--- config.mk ---
export PLATFORM = sky130hd
export DESIGN_NAME = ehl_gpio_debounce
export DESIGN_NICKNAME = d
export VERILOG_FILES = /design/src/rtl/ehl_cdc.sv /design/src/rtl/ehl_gpio_debounce_cell.sv /design/src/rtl/ehl_gpio_debounce.sv
export SDC_FILE = /design/constraint.sdc
export NUM_CORES = 1
export LEC_CHECK = 0
export CELL_PAD_IN_SITES_DETAIL_PLACEMENT = 2
export CELL_PAD_IN_SITES_GLOBAL_PLACEMENT = 2
export CORE_MARGIN = 4
export CORE_UTILIZATION = 42
export CTS_CLUSTER_DIAMETER = 40
export CTS_CLUSTER_SIZE = 28
export DETAILED_ROUTE_END_ITERATION = 16
export PLACE_DENSITY_LB_ADDON = 0.15
export SETUP_SLACK_MARGIN = 0.05
export SLEW_MARGIN = 10
export SYNTH_ARGS = -nofsm -noshare
export SYNTH_HDL_FRONTEND = slang
export SYNTH_HIERARCHICAL = 1
export SYNTH_SLANG_ARGS = --single-unit
--- constraint.sdc ---
create_clock -name clk -period 10.82 [get_ports clk]
set_input_delay 2.705 -clock clk [delete_from_list [all_inputs] [get_ports clk]]
set_output_delay 2.705 -clock clk [all_outputs]
set_load 0.03 [all_outputs]
--- src/rtl/ehl_cdc.sv ---
`default_nettype none
// ============================================================================
// Module      : ehl_cdc
// Description : Multi-stage flop synchroniser for asynchronous inputs.
//               NUM_STAGES = 0 passes the input straight through for
//               signals that are already synchronous to clk.
// Revision    : 1.0 - initial release
// ----------------------------------------------------------------------------
// Ports
//   clk       in   1      destination clock
//   reset_n   in   1      asynchronous, active-low reset of the flop chain
//   data_in   in   WIDTH  asynchronous input
//   data_out  out  WIDTH  synchronised output
// ============================================================================
module ehl_cdc #(
    parameter int TECHNOLOGY = 0,
    parameter int NUM_STAGES = 3,
    parameter int WIDTH      = 1
) (
    input  logic             clk,
    input  logic             reset_n,
    input  logic [WIDTH-1:0] data_in,
    output logic [WIDTH-1:0] data_out
);

    if (NUM_STAGES == 0) begin : g_bypass
        assign data_out = data_in;
    end else begin : g_sync
        // TECHNOLOGY selects a vendor synchroniser cell; only the generic
        // flop chain is available in this library.
        case (TECHNOLOGY)
            default: begin : g_generic
                logic [WIDTH-1:0] r_stage [NUM_STAGES];

                always_ff @(posedge clk or negedge reset_n) begin
                    if (!reset_n) begin
                        for (int s = 0; s < NUM_STAGES; s++) begin
                            r_stage[s] <= '0;
                        end
                    end else begin
                        r_stage[0] <= data_in;
                        for (int s = 1; s < NUM_STAGES; s++) begin
                            r_stage[s] <= r_stage[s-1];
                        end
                    end
                end

                assign data_out = r_stage[NUM_STAGES-1];
            end
        endcase
    end

endmodule
`default_nettype wire

--- src/rtl/ehl_gpio_debounce_cell.sv ---
`default_nettype none
// ============================================================================
// Module      : ehl_gpio_debounce_cell
// Description : One GPIO debounce channel. Holds the filtered level, the
//               stability counter and the registered edge pulses.
// Revision    : 1.0 - initial release
// ----------------------------------------------------------------------------
// Ports
//   clk      in   1      clock
//   reset    in   1      asynchronous, active-high reset
//   tick     in   1      shared sample strobe from the prescaler
//   flt_len  in   CNT_W  filter length N (accept after N+1 differing samples)
//   gfmr     in   1      1 = debounce, 0 = bypass (follow dsync every clock)
//   dsync    in   1      synchronised pin level
//   state    out  1      filtered level (registered)
//   rise     out  1      one-cycle pulse coinciding with state 0->1
//   fall     out  1      one-cycle pulse coinciding with state 1->0
// ============================================================================
module ehl_gpio_debounce_cell #(
    parameter int CNT_W = 4
) (
    input  logic             clk,
    input  logic             reset,
    input  logic             tick,
    input  logic [CNT_W-1:0] flt_len,
    input  logic             gfmr,
    input  logic             dsync,
    output logic             state,
    output logic             rise,
    output logic             fall
);

    logic             r_state;
    logic [CNT_W-1:0] r_cnt;
    logic             r_rise;
    logic             r_fall;

    logic             w_next_state;
    logic [CNT_W-1:0] w_next_cnt;

    always_comb begin
        w_next_state = r_state;
        w_next_cnt   = r_cnt;
        if (!gfmr) begin
            // Bypass: follow the pin and keep the counter parked at zero so
            // that re-enabling the filter starts a fresh count.
            w_next_state = dsync;
            w_next_cnt   = '0;
        end else if (tick) begin
            if (dsync == r_state) begin
                w_next_cnt = '0;
            end else if (r_cnt >= flt_len) begin
                // >= rather than == so that lowering flt_len below the
                // running count accepts at once instead of wrapping.
                w_next_state = dsync;
                w_next_cnt   = '0;
            end else begin
                w_next_cnt = r_cnt + 1'b1;
            end
        end
    end

    always_ff @(posedge clk or posedge reset) begin
        if (reset) begin
            r_state <= 1'b0;
            r_cnt   <= '0;
            r_rise  <= 1'b0;
            r_fall  <= 1'b0;
        end else begin
            r_state <= w_next_state;
            r_cnt   <= w_next_cnt;
            r_rise  <= w_next_state & ~r_state;
            r_fall  <= ~w_next_state & r_state;
        end
    end

    assign state = r_state;
    assign rise  = r_rise;
    assign fall  = r_fall;

endmodule
`default_nettype wire

--- src/rtl/ehl_gpio_debounce.sv ---
`default_nettype none
// ============================================================================
// Module      : ehl_gpio_debounce
// Description : Per-channel GPIO input debouncer with programmable filter
//               length and a sample prescaler shared by all channels.
// Revision    : 1.0 - initial release
// ----------------------------------------------------------------------------
// Ports
//   clk       in   1        clock
//   reset     in   1        asynchronous, active-high reset
//   gfmr      in   WIDTH    per-channel filter enable (0 = bypass)
//   flt_len   in   CNT_W    filter length N
//   presc     in   PRESC_W  sample period P (tick every P+1 clocks)
//   data_in   in   WIDTH    asynchronous pin inputs
//   data_out  out  WIDTH    filtered levels
//   rise      out  WIDTH    rising-edge pulses
//   fall      out  WIDTH    falling-edge pulses
// ============================================================================
module ehl_gpio_debounce #(
    parameter int               WIDTH          = 32,
    parameter int               CNT_W          = 4,
    parameter int               PRESC_W        = 8,
    parameter int               CDC_TECHNOLOGY = 0,
    parameter logic [WIDTH-1:0] META_ENA       = {WIDTH{1'b1}}
) (
    input  logic               clk,
    input  logic               reset,
    input  logic [WIDTH-1:0]   gfmr,
    input  logic [CNT_W-1:0]   flt_len,
    input  logic [PRESC_W-1:0] presc,
    input  logic [WIDTH-1:0]   data_in,
    output logic [WIDTH-1:0]   data_out,
    output logic [WIDTH-1:0]   rise,
    output logic [WIDTH-1:0]   fall
);

    localparam int c_SYNC_STAGES = 3;

    logic               w_reset_n;
    logic [WIDTH-1:0]   w_dsync;
    logic [PRESC_W-1:0] r_pcnt;
    logic               w_tick;

    assign w_reset_n = ~reset;

    // >= so that lowering presc below the running count ticks on the next
    // clock instead of waiting for the counter to wrap.
    assign w_tick = (r_pcnt >= presc);

    always_ff @(posedge clk or posedge reset) begin
        if (reset) begin
            r_pcnt <= '0;
        end else if (w_tick) begin
            r_pcnt <= '0;
        end else begin
            r_pcnt <= r_pcnt + 1'b1;
        end
    end

    for (genvar i = 0; i < WIDTH; i++) begin : g_chan
        ehl_cdc #(
            .TECHNOLOGY (CDC_TECHNOLOGY),
            .NUM_STAGES (META_ENA[i] ? c_SYNC_STAGES : 0),
            .WIDTH      (1)
        ) u_cdc (
            .clk      (clk),
            .reset_n  (w_reset_n),
            .data_in  (data_in[i]),
            .data_out (w_dsync[i])
        );

        ehl_gpio_debounce_cell #(
            .CNT_W (CNT_W)
        ) u_cell (
            .clk     (clk),
            .reset   (reset),
            .tick    (w_tick),
            .flt_len (flt_len),
            .gfmr    (gfmr[i]),
            .dsync   (w_dsync[i]),
            .state   (data_out[i]),
            .rise    (rise[i]),
            .fall    (fall[i])
        );
    end

endmodule
`default_nettype wire

After elaboration in Yosys (flattened, before gate mapping)

Index checks and enable logic that the tools add are counted.
W data, S select, Z words.

Register bits: 328

Eq/ne operators: 64
Multiplexer cells: 257
$add $sub $neg: 33
Bitwise logic cells: 128
$lt $le $gt $ge: 33

Operators by type and width:

| operator              | count |
|---|---|
| $mux W4               | 128 |
| $add A4 B1 Y4 const B | 32 |
| $ge A4 B4 Y1          | 32 |
| $mux W1               | 128 |
| $and A1 B1 Y1         | 64 |
| $ne A2 B1 Y1 const B  | 32 |
| $not A1 Y1            | 64 |
| $eq A1 B1 Y1          | 32 |
| $add A8 B1 Y8 const B | 1 |
| $ge A8 B8 Y1          | 1 |
| $mux W8               | 1 |

Logic depth before layout (Yosys ltp)

Word-level depth: 7
Mapped depth: 9
Mapped depth without buffers: 9

Hierarchy

The synthesis kept the hierarchy.

By module, submodules not included:

| module                 | seq. area each (um2) | area an instance (um2) | cells an instance | instances |
|---|---|---|---|---|
| ehl_gpio_debounce_cell | 175.2                | 435.4                  | 41                | 32 |
| ehl_cdc                | 75.1                 | 75.1                   | 3                 | 32 |
| ehl_gpio_debounce      | 200.2                | 559.3                  | 55                | 1 |

Worst setup path after synthesis

OpenSTA, ideal clock, no wires.

Path kind: in2reg
From: in presc[7]
To: reg g_chan[0].u_cell.r_cnt[3]
Stages: 9
Required time: 10.756 ns
Setup slack: 2.894 ns
Data arrival time: 7.862 ns
Cell sequence: inv_1 > ha_1 > and3_1 > o211ai_1 > o21ai_2 > nor2b_2 > or3_1 > a211oi_2 > a21o_1

Cells in the longest elaborated chain, start to end: 2

RTL lines:

| element                | line                         | source |
|---|---|---|
| from (decl)            | ehl_gpio_debounce.sv:30      | `input logic [PRESC_W-1:0] presc,` |
| $ge A8 B8 Y1           | ehl_gpio_debounce.sv:48      | `assign w_tick = (r_pcnt >= presc);` |
| net w_tick             | ehl_gpio_debounce.sv:42      | `logic w_tick;` |
| $ne A2 B1 Y1 (no line) | -                            |  |
| to (signal assigned)   | ehl_gpio_debounce_cell.sv:71 | `r_cnt <= w_next_cnt;` |
| to (decl)              | ehl_gpio_debounce_cell.sv:34 | `logic [CNT_W-1:0] r_cnt;` |

The timed path passes the listed nets, and every way through them passes these cells.
A chain may end at the register's enable or synchronous reset.

Worst setup path in the final report

From: in presc[6]
To: reg g_chan[20].u_cell.r_cnt[3]

Cells in the longest elaborated chain, start to end: 2

RTL lines:

| element                | line |
|---|---|
| $ge A8 B8 Y1           | ehl_gpio_debounce.sv:48 |
| net w_tick             | ehl_gpio_debounce.sv:42 |
| $ne A2 B1 Y1 (no line) | - |
| to (signal assigned)   | ehl_gpio_debounce_cell.sv:71 |
| to (decl)              | ehl_gpio_debounce_cell.sv:34 |

The timed path passes the listed nets, and every way through them passes these cells.

==> results_dict.tcl <==
set metrics [dict create \
    yosys.area_share.adder_pct 12.5 \
    yosys.area_share.simple_pct 12.8 \
    fin_crit_ps 5310 \
    grt_pass1_vias 15100 \
    drt_first_pass_iters 5 \
    p_clk_share_pct 49.1 \
    fin_ws_ps 5510 \
    num-fill-cells 3843 \
    htree_levels 2 \
    internal-power_mw 2.87 \
    peakVddDrop_uv 131 \
    clock-sinks 328 \
    routedWlPerCell_um 22.9 \
    fin_util_pct 54.0 \
    synth_xor_area_share_pct 1.97 \
    arrival_ps 5850 \
    setup-violations-final 0 \
    ant_nets 0 \
    postSynthAreaPerCell_um2 11.5 \
    holdCritPathClass "register to register" \
    fin_skew_ps 23.0 \
    async_flop_share_pct 100 \
    cts_hold_buf 0 \
    syn_area_um2 16900 \
    cts_setup_buffers 0 \
    synth_cell_types 29 \
    clock_path_buffers 3 \
    drive_above_1_share_pct 18.0 \
    crit_path_max_fanout 136 \
    drv_slew 0 \
    synth_ff_type "dfrtp_1" \
    num_vias 12600 \
    nets 1949 \
    clk_latency_ps 610 \
    cts_resized 0 \
    path_class "primary input to register" \
    initialDrtViolationCount 445 \
    overflow 0 \
    cts_tree "built" \
    cp_data_required_time_ps 11360 \
    rsz0062_at_grt "false" \
    period_share_pct 49.1 \
    grt_first_pass_wirelength_mm 85.1 \
    ios 174 \
    io_buffers 173 \
    tightest_slew_ps 1010 \
    row_count 73 \
    coreArea_um2 39700 \
    syn2layout_area_growth_pct 27.1 \
    startpoint_type "primary input" \
    antenna_found_initial 1 \
    via_per_inst 5.54 \
    grt_start_max_net_pins 137 \
    place.gp.congestion 0.744 \
    synth.area.mux_share_pct 4.27 \
    antennaDiodeCount 0 \
    max_freq_mhz 188 \
    synth_edf_count 0 \
    netlist_instances 1463 \
    synth_top_family_by_area "compound AO/OA/AOI/OAI gates" \
    hold_violations 0 \
    drt_drc_violations_left 0 \
    p_comb_share_pct 16.6 \
    p_per_area_nw_per_um2 190 \
    yosysWarningCount 6 \
    die_width_um 209 \
    maxCapViolCount 0 \
    r2r_slack_ps 7650 \
    slew_headroom_pct 32.8 \
    leakagePower_nw 10.6 \
    dp_hpwl_mm 31.9 \
    switchingPower_mw 1.21 \
    synth_seq_cells 328 \
    status "finished, final reports clean" \
    chipHeight_um 209 \
    start_util_pct 42.5 \
    finalSetupTns_ps 0 \
    syn_nets 1710 \
    ys_seq_area_share_pct 48.6 \
    root_buffer "clkbuf_16" \
    wl_mm 52.3 \
    dieArea_um2 43500 \
    worst_hold_slack_ps 340 \
    swShare_pct 29.7 \
    endpoint_kind "register" \
    track_usage_pct 24.1 \
    synth_compound_area_share_pct 15.4 \
    cts_buffers 60 \
    power_frac_seq_pct 34.4 \
    clkTransAtPathRegs_ps 50 \
    post-place-ws_ps 5120 \
]
-- path summary, 6_finish.rpt --
path	startpoint	to	depth (start not counted)
max in group asynchronous	reset	g_chan[6].u_cdc/g_sync.g_generic.r_stage[2]	4
setup / recovery	presc[6]	g_chan[20].u_cell/r_cnt[3]	11
hold / removal	g_chan[6].u_cdc/g_sync.g_generic.r_stage[1]	g_chan[6].u_cdc/data_out	0
min in group asynchronous	reset	g_chan[19].u_cell/fall	3
setup reg to reg	r_pcnt[6]	g_chan[20].u_cell/r_cnt[3]	9
hold reg to reg	g_chan[6].u_cdc/g_sync.g_generic.r_stage[1]	g_chan[6].u_cdc/data_out	0
-- layout by cell type (no fill, tap or decap), types with 3 or more instances in the layout --
cell and count:
or3_1 32, buf_2 5, xor2_1 36, nor3_1 32
nand3_1 36, a211oi_2 32, clkdlybuf4s50_1 168, o211ai_1 33
nor2b_2 32, a21oi_1 32, mux2_2 32, o21ai_2 32
o32ai_1 32, inv_1 201, bufinv_16 9, inv_6 10
clkinvlp_4 8, a21oi_2 32, inv_8 4, buf_4 3
nor3b_1 96, a21o_1 33, a32o_2 32, nor2b_1 32
clkinv_2 9, nor2_1 40, and3_1 3, nand2_1 64
dfrtp_1 328, mux2_1 32, ha_1 169, clkbuf_16 60
clkbuf_8 8, a22o_1 32
-- cell type report --
cell class / instances / area, um2 / share of cell area, %
clock buffer: 70 / 1620 / 7.54
clock inverter: 42 / 533 / 2.48
inverter: 202 / 763 / 3.56
multi-input combinational: 933 / 7940 / 37.0
sequential: 328 / 8210 / 38.2
tap: 525 / 657 / 3.06
timing repair buffer: 177 / 1750 / 8.15
-- routing by layer --
| metal | GRT usage (%) | vias up | wire (um) |
|---|---|---|---|
| li1 | - | 5746 | - |
| met1 | 27.2 | 6574 | 20500 |
| met2 | 46.9 | 200 | 28800 |
| met3 | 4.40 | 93 | 1800 |
| met4 | 5.94 | 2 | 1090 |
| met5 | 0 | - | 13 |
-- per-stage QoR --
| stage | instance area (um2) | total power, mW | std cells |
|---|---|---|---|
| global placement | 19300 | 2.02 | 2165 |
| finish | 21500 | 4.09 | 2277 |
| global route | 21500 | 4.28 | 2277 |
| floorplan | 16900 | 1.82 | 1463 |
| CTS | 21500 | 4.14 | 2277 |
| detailed placement | 19300 | 2.07 | 2165 |
-- cell families (layout without fill, tap and decap cells) --
group | after synthesis | in the layout
AOI/OAI and AO/OA | 294 | 294
xor gates and xnor gates | 38 | 38
adders and majority gates | 169 | 169
buffers and inverters | 202 | 491
DFF | 328 | 328
muxes | 64 | 64
and+or+nand+nor | 368 | 368
-- power groups by stage --
stage	logic (mW)	clock network, mW	registers [mW]
after floorplan	0.375	0	1.45
after global placement	0.615	0	1.41
after detailed placement	0.655	0	1.42
after CTS	0.687	2.05	1.40
after global routing	0.743	2.12	1.42
final	0.677	2.00	1.40
-- synthesized netlist by cell type (33+ instances only) --
master,number,share of area [%]
a21o_1,33,1.5
dfrtp_1,328,49
ha_1,169,13
inv_1,202,4.5
nand2_1,64,1.4
nand3_1,36,1.1
nor2_1,40,0.89
nor3b_1,96,4.3
o211ai_1,33,1.5
o21ai_2,33,1.7
xor2_1,36,1.9
-- worst max-delay path: stages --
cell,delay [ps]
clkdlybuf4s50_1,460
inv_1,50
ha_1,320
and3_1,210
o211ai_1,140
o21ai_4,190
buf_12,600
nor2b_2,170
or3_1,450
a211oi_2,340
a21o_1,140
-- flip-flops by register name, indices dropped and copies added, names as in the netlist --
name and flops:
r_pcnt 8, g_chan.u_cdc/g_sync.g_generic.r_stage 64, g_chan.u_cell/state 32, g_chan.u_cdc/data_out 32, g_chan.u_cell/r_cnt 128, g_chan.u_cell/fall 32
g_chan.u_cell/rise 32
No activity file was read; power rests on OpenSTA's default activity.
